===== src/rtl/verlet_frame_sequencer_pkg.sv =====
// Shared definitions for the Verlet frame sequencer.
//   - FSM state encodings (3-bit constants)
//   - Q20.12 position word format constants
//   - pair_t: the four operand/result words of one constraint pair
//   - word_lsb(): bit offset of node k inside a packed position vector
//   - cnt_width(): counter width that never collapses to zero bits
package verlet_frame_sequencer_pkg;

    localparam int WORD      = 32;
    localparam int FRAC_BITS = 12;

    localparam logic [2:0] ST_IDLE    = 3'd0;
    localparam logic [2:0] ST_VERLET  = 3'd1;
    localparam logic [2:0] ST_SETTLE  = 3'd2;
    localparam logic [2:0] ST_LOAD    = 3'd3;
    localparam logic [2:0] ST_REQ     = 3'd4;
    localparam logic [2:0] ST_WRITE_A = 3'd5;
    localparam logic [2:0] ST_WRITE_B = 3'd6;
    localparam logic [2:0] ST_DONE    = 3'd7;

    typedef struct packed {
        logic [WORD-1:0] ax;
        logic [WORD-1:0] ay;
        logic [WORD-1:0] bx;
        logic [WORD-1:0] by;
    } pair_t;

    function automatic int word_lsb(input int k);
        return k * WORD;
    endfunction

    function automatic int cnt_width(input int n);
        return (n > 1) ? $clog2(n) : 1;
    endfunction

endpackage


===== src/rtl/verlet_frame_sequencer_if.sv =====
// Node-array and constraint-unit bus for the Verlet frame sequencer.
//   master : sequencer side (drives strobes, write-back bus, c_req/operands)
//   slave  : node array + constraint unit side
// Signals:
//   x_pos_all/y_pos_all   packed node positions, node k at [32k+31:32k]
//   verlet_state          one-cycle integration strobe to all nodes
//   fix_constraint_state  one-hot write enable, bit k writes node k
//   x/y_fix_constraint    shared corrected-position bus
//   c_req/c_ack           constraint request / result-valid handshake
//   c_ax..c_by, c_pin_a   pair operands and anchor flag
//   c_ax_out..c_by_out    corrected pair, valid with c_ack
interface verlet_frame_sequencer_if
    import verlet_frame_sequencer_pkg::*;
#(
    parameter int NUM_NODES = 8
);
    logic [WORD*NUM_NODES-1:0] x_pos_all;
    logic [WORD*NUM_NODES-1:0] y_pos_all;
    logic                      verlet_state;
    logic [NUM_NODES-1:0]      fix_constraint_state;
    logic [WORD-1:0]           x_fix_constraint;
    logic [WORD-1:0]           y_fix_constraint;

    logic                      c_req;
    logic                      c_ack;
    logic                      c_pin_a;
    logic [WORD-1:0]           c_ax;
    logic [WORD-1:0]           c_ay;
    logic [WORD-1:0]           c_bx;
    logic [WORD-1:0]           c_by;
    logic [WORD-1:0]           c_ax_out;
    logic [WORD-1:0]           c_ay_out;
    logic [WORD-1:0]           c_bx_out;
    logic [WORD-1:0]           c_by_out;

    modport master (
        input  x_pos_all, y_pos_all, c_ack,
               c_ax_out, c_ay_out, c_bx_out, c_by_out,
        output verlet_state, fix_constraint_state,
               x_fix_constraint, y_fix_constraint,
               c_req, c_pin_a, c_ax, c_ay, c_bx, c_by
    );

    modport slave (
        output x_pos_all, y_pos_all, c_ack,
               c_ax_out, c_ay_out, c_bx_out, c_by_out,
        input  verlet_state, fix_constraint_state,
               x_fix_constraint, y_fix_constraint,
               c_req, c_pin_a, c_ax, c_ay, c_bx, c_by
    );

endinterface


===== src/rtl/verlet_frame_sequencer.sv =====
// Verlet frame sequencer: per frame, one integration strobe to every node,
// then CONSTRAINT_ITERS relaxation passes over pairs (i, i+1). Each pair is
// loaded, sent to the external constraint unit, and the two results are
// written back one node per cycle on the shared fix bus.
// Ports:
//   clk, reset (synchronous, active-low)
//   start       frame request, only honoured in IDLE
//   nb          node/constraint bus (master modport)
//   busy        high in every state but IDLE
//   frame_done  one-cycle pulse in the DONE state
//   overrun     start seen while busy (combinational, same cycle)
module verlet_frame_sequencer
    import verlet_frame_sequencer_pkg::*;
#(
    parameter int NUM_NODES        = 8,
    parameter int CONSTRAINT_ITERS = 4,
    parameter int PIN_FIRST        = 1
)(
    input  logic                     clk,
    input  logic                     reset,
    input  logic                     start,
    verlet_frame_sequencer_if.master nb,
    output logic                     busy,
    output logic                     frame_done,
    output logic                     overrun
);

    localparam int I_W   = cnt_width(NUM_NODES);
    localparam int IT_W  = cnt_width(CONSTRAINT_ITERS);
    localparam int SEL_W = $clog2(WORD * NUM_NODES);
    localparam logic [I_W-1:0]  I_LAST  = I_W'(NUM_NODES - 2);
    localparam logic [IT_W-1:0] IT_LAST = IT_W'(CONSTRAINT_ITERS - 1);
    localparam logic            PIN     = (PIN_FIRST != 0);

    logic [2:0]      state_reg, state_next;
    logic [I_W-1:0]  i_reg, i_next;
    logic [IT_W-1:0] it_reg, it_next;
    pair_t           opnd_reg;
    pair_t           res_reg;
    logic            pin_reg;

    // Pair-select mux: A = node i, B = node i+1.
    logic [SEL_W-1:0] a_lsb, b_lsb;
    assign a_lsb = SEL_W'(word_lsb(int'(i_reg)));
    assign b_lsb = SEL_W'(word_lsb(int'(i_reg) + 1));

    // Anchored node 0 keeps its write slot but never gets a strobe.
    logic pinned_pair;
    assign pinned_pair = PIN && (i_reg == '0);

    always_comb begin
        state_next = state_reg;
        i_next     = i_reg;
        it_next    = it_reg;
        case (state_reg)
            ST_IDLE:    if (start) state_next = ST_VERLET;
            ST_VERLET:  state_next = ST_SETTLE;
            ST_SETTLE:  state_next = ST_LOAD;
            ST_LOAD:    state_next = ST_REQ;
            ST_REQ:     if (nb.c_ack) state_next = ST_WRITE_A;
            ST_WRITE_A: state_next = ST_WRITE_B;
            ST_WRITE_B: begin
                if (i_reg < I_LAST) begin
                    i_next     = i_reg + 1'b1;
                    state_next = ST_LOAD;
                end else begin
                    i_next = '0;
                    if (it_reg < IT_LAST) begin
                        it_next    = it_reg + 1'b1;
                        state_next = ST_LOAD;
                    end else begin
                        it_next    = '0;
                        state_next = ST_DONE;
                    end
                end
            end
            ST_DONE:    state_next = ST_IDLE;
            default:    state_next = ST_IDLE;
        endcase
    end

    always_ff @(posedge clk) begin
        if (!reset) begin
            state_reg <= ST_IDLE;
            i_reg     <= '0;
            it_reg    <= '0;
            opnd_reg  <= '0;
            res_reg   <= '0;
            pin_reg   <= 1'b0;
        end else begin
            state_reg <= state_next;
            i_reg     <= i_next;
            it_reg    <= it_next;
            if (state_reg == ST_LOAD) begin
                opnd_reg.ax <= nb.x_pos_all[a_lsb +: WORD];
                opnd_reg.ay <= nb.y_pos_all[a_lsb +: WORD];
                opnd_reg.bx <= nb.x_pos_all[b_lsb +: WORD];
                opnd_reg.by <= nb.y_pos_all[b_lsb +: WORD];
                pin_reg     <= pinned_pair;
            end
            if (state_reg == ST_REQ && nb.c_ack) begin
                res_reg.ax <= nb.c_ax_out;
                res_reg.ay <= nb.c_ay_out;
                res_reg.bx <= nb.c_bx_out;
                res_reg.by <= nb.c_by_out;
            end
        end
    end

    logic [NUM_NODES-1:0] fix_vec;
    logic [WORD-1:0]      x_fix, y_fix;

    always_comb begin
        fix_vec = '0;
        x_fix   = '0;
        y_fix   = '0;
        case (state_reg)
            ST_WRITE_A: begin
                x_fix = res_reg.ax;
                y_fix = res_reg.ay;
                if (!pinned_pair) fix_vec = NUM_NODES'(1) << i_reg;
            end
            ST_WRITE_B: begin
                x_fix   = res_reg.bx;
                y_fix   = res_reg.by;
                fix_vec = NUM_NODES'(1) << (i_reg + 1'b1);
            end
            default: ;
        endcase
    end

    assign nb.fix_constraint_state = fix_vec;
    assign nb.x_fix_constraint     = x_fix;
    assign nb.y_fix_constraint     = y_fix;
    assign nb.verlet_state         = (state_reg == ST_VERLET);
    assign nb.c_req                = (state_reg == ST_REQ);
    assign nb.c_ax                 = opnd_reg.ax;
    assign nb.c_ay                 = opnd_reg.ay;
    assign nb.c_bx                 = opnd_reg.bx;
    assign nb.c_by                 = opnd_reg.by;
    assign nb.c_pin_a              = pin_reg;

    assign busy       = (state_reg != ST_IDLE);
    assign frame_done = (state_reg == ST_DONE);
    assign overrun    = start && busy;

endmodule


===== src/flat_wrapper.sv =====
// flat-port wrapper written by rule: the top's interface ports become plain ports
module verlet_frame_sequencer_flat import verlet_frame_sequencer_pkg::*;
#(
    parameter int NUM_NODES        = 8,
    parameter int CONSTRAINT_ITERS = 4,
    parameter int PIN_FIRST        = 1
)
  (clk, reset, start, busy, frame_done, overrun, nb_x_pos_all, nb_y_pos_all, nb_c_ack, nb_c_ax_out, nb_c_ay_out, nb_c_bx_out, nb_c_by_out, nb_verlet_state, nb_fix_constraint_state, nb_x_fix_constraint, nb_y_fix_constraint, nb_c_req, nb_c_pin_a, nb_c_ax, nb_c_ay, nb_c_bx, nb_c_by);
  verlet_frame_sequencer_if #(.NUM_NODES(NUM_NODES)) nb_i ();
  input  logic clk;
  input  logic reset;
  input  logic start;
  output logic busy;
  output logic frame_done;
  output logic overrun;
  input wire logic [$bits(nb_i.x_pos_all)-1:0] nb_x_pos_all;
  input wire logic [$bits(nb_i.y_pos_all)-1:0] nb_y_pos_all;
  input wire logic [$bits(nb_i.c_ack)-1:0] nb_c_ack;
  input wire logic [$bits(nb_i.c_ax_out)-1:0] nb_c_ax_out;
  input wire logic [$bits(nb_i.c_ay_out)-1:0] nb_c_ay_out;
  input wire logic [$bits(nb_i.c_bx_out)-1:0] nb_c_bx_out;
  input wire logic [$bits(nb_i.c_by_out)-1:0] nb_c_by_out;
  output wire logic [$bits(nb_i.verlet_state)-1:0] nb_verlet_state;
  output wire logic [$bits(nb_i.fix_constraint_state)-1:0] nb_fix_constraint_state;
  output wire logic [$bits(nb_i.x_fix_constraint)-1:0] nb_x_fix_constraint;
  output wire logic [$bits(nb_i.y_fix_constraint)-1:0] nb_y_fix_constraint;
  output wire logic [$bits(nb_i.c_req)-1:0] nb_c_req;
  output wire logic [$bits(nb_i.c_pin_a)-1:0] nb_c_pin_a;
  output wire logic [$bits(nb_i.c_ax)-1:0] nb_c_ax;
  output wire logic [$bits(nb_i.c_ay)-1:0] nb_c_ay;
  output wire logic [$bits(nb_i.c_bx)-1:0] nb_c_bx;
  output wire logic [$bits(nb_i.c_by)-1:0] nb_c_by;
  assign nb_i.x_pos_all = nb_x_pos_all;
  assign nb_i.y_pos_all = nb_y_pos_all;
  assign nb_i.c_ack = nb_c_ack;
  assign nb_i.c_ax_out = nb_c_ax_out;
  assign nb_i.c_ay_out = nb_c_ay_out;
  assign nb_i.c_bx_out = nb_c_bx_out;
  assign nb_i.c_by_out = nb_c_by_out;
  assign nb_verlet_state = nb_i.verlet_state;
  assign nb_fix_constraint_state = nb_i.fix_constraint_state;
  assign nb_x_fix_constraint = nb_i.x_fix_constraint;
  assign nb_y_fix_constraint = nb_i.y_fix_constraint;
  assign nb_c_req = nb_i.c_req;
  assign nb_c_pin_a = nb_i.c_pin_a;
  assign nb_c_ax = nb_i.c_ax;
  assign nb_c_ay = nb_i.c_ay;
  assign nb_c_bx = nb_i.c_bx;
  assign nb_c_by = nb_i.c_by;
  verlet_frame_sequencer #(.NUM_NODES(NUM_NODES), .CONSTRAINT_ITERS(CONSTRAINT_ITERS), .PIN_FIRST(PIN_FIRST)) u_core (.clk(clk), .reset(reset), .start(start), .nb(nb_i), .busy(busy), .frame_done(frame_done), .overrun(overrun));
endmodule

===== config.mk =====
export PLATFORM = sky130hd
export DESIGN_NAME = verlet_frame_sequencer_flat
export DESIGN_NICKNAME = d
export VERILOG_FILES = /design/src/rtl/verlet_frame_sequencer_pkg.sv /design/src/rtl/verlet_frame_sequencer_if.sv /design/src/rtl/verlet_frame_sequencer.sv /design/src/flat_wrapper.sv
export SDC_FILE = /design/constraint.sdc
export NUM_CORES = 1
export LEC_CHECK = 0
export ABC_AREA = 0
export ABC_CLOCK_PERIOD_IN_PS = 5400
export BUFFER_PORTS_ARGS = -buffer_cell sky130_fd_sc_hd__buf_2
export CAP_MARGIN = 20
export CORE_AREA = 10 10 322 324
export CTS_BUF_LIST = sky130_fd_sc_hd__clkbuf_16
export CTS_CLUSTER_DIAMETER = 30
export DETAILED_ROUTE_END_ITERATION = 6
export DIE_AREA = 0 0 332 334
export MAX_ROUTING_LAYER = met4
export PLACE_DENSITY = 0.47
export SETUP_SLACK_MARGIN = 0.2
export SLEW_MARGIN = 20
export SYNTH_ARGS = -nofsm -noshare
export SYNTH_HDL_FRONTEND = slang
export SYNTH_SLANG_ARGS = --single-unit
export TNS_END_PERCENT = 1

===== constraint.sdc =====
create_clock -name clk -period 5.4 [get_ports clk]
set_input_delay 1.08 -clock clk [delete_from_list [all_inputs] [get_ports clk]]
set_output_delay 1.08 -clock clk [all_outputs]
set_load 0.02 [all_outputs]

==> metrics <==
Post-synth EDFFs=0; later-pin clock latency in the skew report=630 ps; commonest cells after routing, fill and taps aside=buf_2 (848), nand2_1 (455), dfxtp_1 (263); worst r2r dst=u_core.nb.c_ax[17]; Arrival @ worst endpoint=roughly 3400 ps; Post-Synth Simple-Gate Area=around a tenth; post-synthesis compound-gate area fraction=~22%; mux contribution to synthesized area=between 30% and 40%; Yosys reg bits=roughly 270; die height=approximately 330 µm; Pleak=~11 nW; WL per Instance=around 24 µm; first-pass GRT wire length=138000 µm; syn nets=2606; most common cell after layout, fill and taps aside=buf_2; worst hold start=u_core.res_reg[120]; pwr/cell area=306.8 nW/µm²; pre-CTS worst setup slack=1553 ps; maxcap violations=0; CP max FO=53; Starting Density=between 10% and 20%; Max Clk Rate=roughly 220 MHz; synthesized cell area=18060 µm²; num rows=115; synth warn=0; Clock Skew=24.93 ps; GRT overflow=0; Reg-to-Reg Start=u_core.i_reg[0]; via count=a little under 20000; layout cells sized above 1=41.11%; Final Worst Setup Slack=~920 ps; Post-synth ARST share=0%; post-synthesis xor/xnor area fraction=less than 1%; drt drc=0; First-pass DRT Iterations=7; drt total wl=96880 µm; register area share after synthesis=approximately 30%; critical path class=flip-flop to primary output; Hold Crit Class=flip-flop to flip-flop; vias in the first global route=about 20000; syn avg cell area=9.239 µm²; nets@finish=around 3400; RSZ-0062 raised after global routing=false; antenna-violating nets left=0; final hold vios=0; I/O pin count=between 800 and 900; post-layout minimum cycle time=4482 ps; Layout fillers=approximately 11000; Adder-Cell Fraction of Synth Area=0.4849%; Worst-Margin Slew=between 1000 and 1500 ps; dominant synthesized flop cell=dfxtp_1; Core ar.=97560 µm²; Mapped Cells=1955; hold_buf cts=0; Worst setup EP type=primary output; Hold EP=u_core.res_reg[120]; TNS Setup=0 ps; Layout Cells excl Fill=4119; CTS Sinks=around 270; DP Cell Count=about 4000; CTS tree=done; final instance area=between 20000 and 30000 µm²; Max Slew Vio Count=0; chip width=between 300 and 400 µm; largest family of logic cells by synthesized area=multiplexers; max_slew headroom=29.83%; Placer Congestion=a little under 0.9; Clock transition at path regs=40 ps; synth unique cells=43; DR vias/cell=4.680; IO Port Bufs=849; Post-CTS Setup Inserts=0; DR iter-0 viols=~1200; r2r setup slk=roughly 1800 ps; maximum VDD drop=0.0002148 V; Clock Path Buffers=3; CP Launch Point=u_core.i_reg[0]; Tcrit/Tclk final=roughly 83%; Hold Crit Depth=2; Worst Path Required=roughly 4300 ps; pin count of the biggest net entering global routing=between 150 and 200; placed cell areas=about 23000 µm²; FF-to-FF path depth=6; CTS Buf Count=92; Startpoint Class=flip-flop; post-CTS sizing=0; die footprint=between 100000 and 150000 µm²; GRT Total Usage=16.90%; Detailed Place HPWL=about 74000 µm; synth-to-layout area growth=45.54%; htree depth=3; final number of setup-violating endpoints=0; status=finished, final reports clean; initial antenna violation count=between 40 and 50; max FFs per register=between 100 and 150; clock root buffer=clkbuf_16
-- critical path, stage by stage (launching register included) --
cell and delay (ps):
dfxtp_4 950, inv_1 260, ha_1 320, nor4_1 830, a32o_1 240, buf_2 180
-- layer usage --
metal  vias to the layer above  GRT usage, %  wire (µm)
met5                         -             -          0
met1                      9272         18.89      38500
met2                       909         27.61      46920
met3                       186         5.620       8019
li1                       8911             -          -
met4                         0         6.776       3442
-- where the power goes --
| part | leakage (nW) | switching (mW) | internal (mW) |
|---|---|---|---|
| logic | 6.94 | 0.459 | 0.397 |
| clock network | 1.58 | 1.52 | 3.62 |
| registers | 2.14 | 0.0413 | 2.03 |
-- cells in the mapped netlist, types with 2 or more instances --
library cell  number  share of area (%)
nor2_1             5               0.10
buf_2             52                1.4
a21oi_1           65                1.8
and2_1             5               0.17
o21ai_0          134                3.7
a21boi_1         121                5.0
clkbuf_4           2              0.083
ha_1               7               0.48
a21boi_0          11               0.46
clkbuf_1          79                1.6
inv_1              2              0.042
nor2b_1            4               0.14
buf_1              2              0.042
xor2_1             2              0.097
buf_4             39                1.6
mux2i_1          257                 14
a31oi_1           64                2.2
mux4_2           129                 16
dfxtp_1          265                 29
nand3_1            6               0.17
nand2_1          456                9.5
buf_6             32                2.0
a22o_1            64                3.1
nor2_2             2              0.069
a32o_1             3               0.17
a22oi_1          129                5.4
nor3b_1            2              0.083
-- through the flow --
| stage | power [mW] | hold slack, ps | util (%) |
|---|---|---|---|
| 6_report | 8.066 | 448.7 | 26.95 |
| 5_1_grt | 8.368 | 464.3 | 26.94 |
| 4_1_cts | 8.177 | 450.0 | 26.86 |
| 3_5_place_dp | 2.953 | 444.7 | 23.76 |
| 3_3_place_gp | 2.955 | 439.7 | 23.76 |
| 2_1_floorplan | 2.489 | 434.7 | - |
-- worst max path at each step --
stage                                             to  slack (ps)  depth (start not counted)
final                     nb_fix_constraint_state[3]         920                          5
after detailed placement  nb_fix_constraint_state[3]        1550                          5
after global routing      nb_fix_constraint_state[3]         680                          5
after CTS                 nb_fix_constraint_state[3]         820                          5
after floorplan           nb_fix_constraint_state[1]        2480                          7
after global placement    nb_fix_constraint_state[3]        1560                          5
-- cell type report --
type	instances	area, µm²	area share (%)
Timing Repair Buffer	880	4638	17.64
Sequential cell	265	5313	20.21
Multi-Input combinational cell	1482	11610	44.15
Inverter	2	7.507	0.02856
Clock buffer	94	2352	8.948
Tap cell	1287	1610	6.126
Clock inverter	77	680.7	2.589
Antenna cell	32	80.08	0.3046
-- kinds of logic (layout without fill, tap and decap cells) --
logic type	Yosys count	in the layout
and+or+nand+nor	490	490
muxes	387	387
DFF	265	265
xor gates and xnor gates	3	3
other	0	32
adders and majority gates	7	7
AOI/OAI and AO/OA	595	595
buffers and inverters	208	1053
Note: power is estimated with default switching activity, not from simulation.
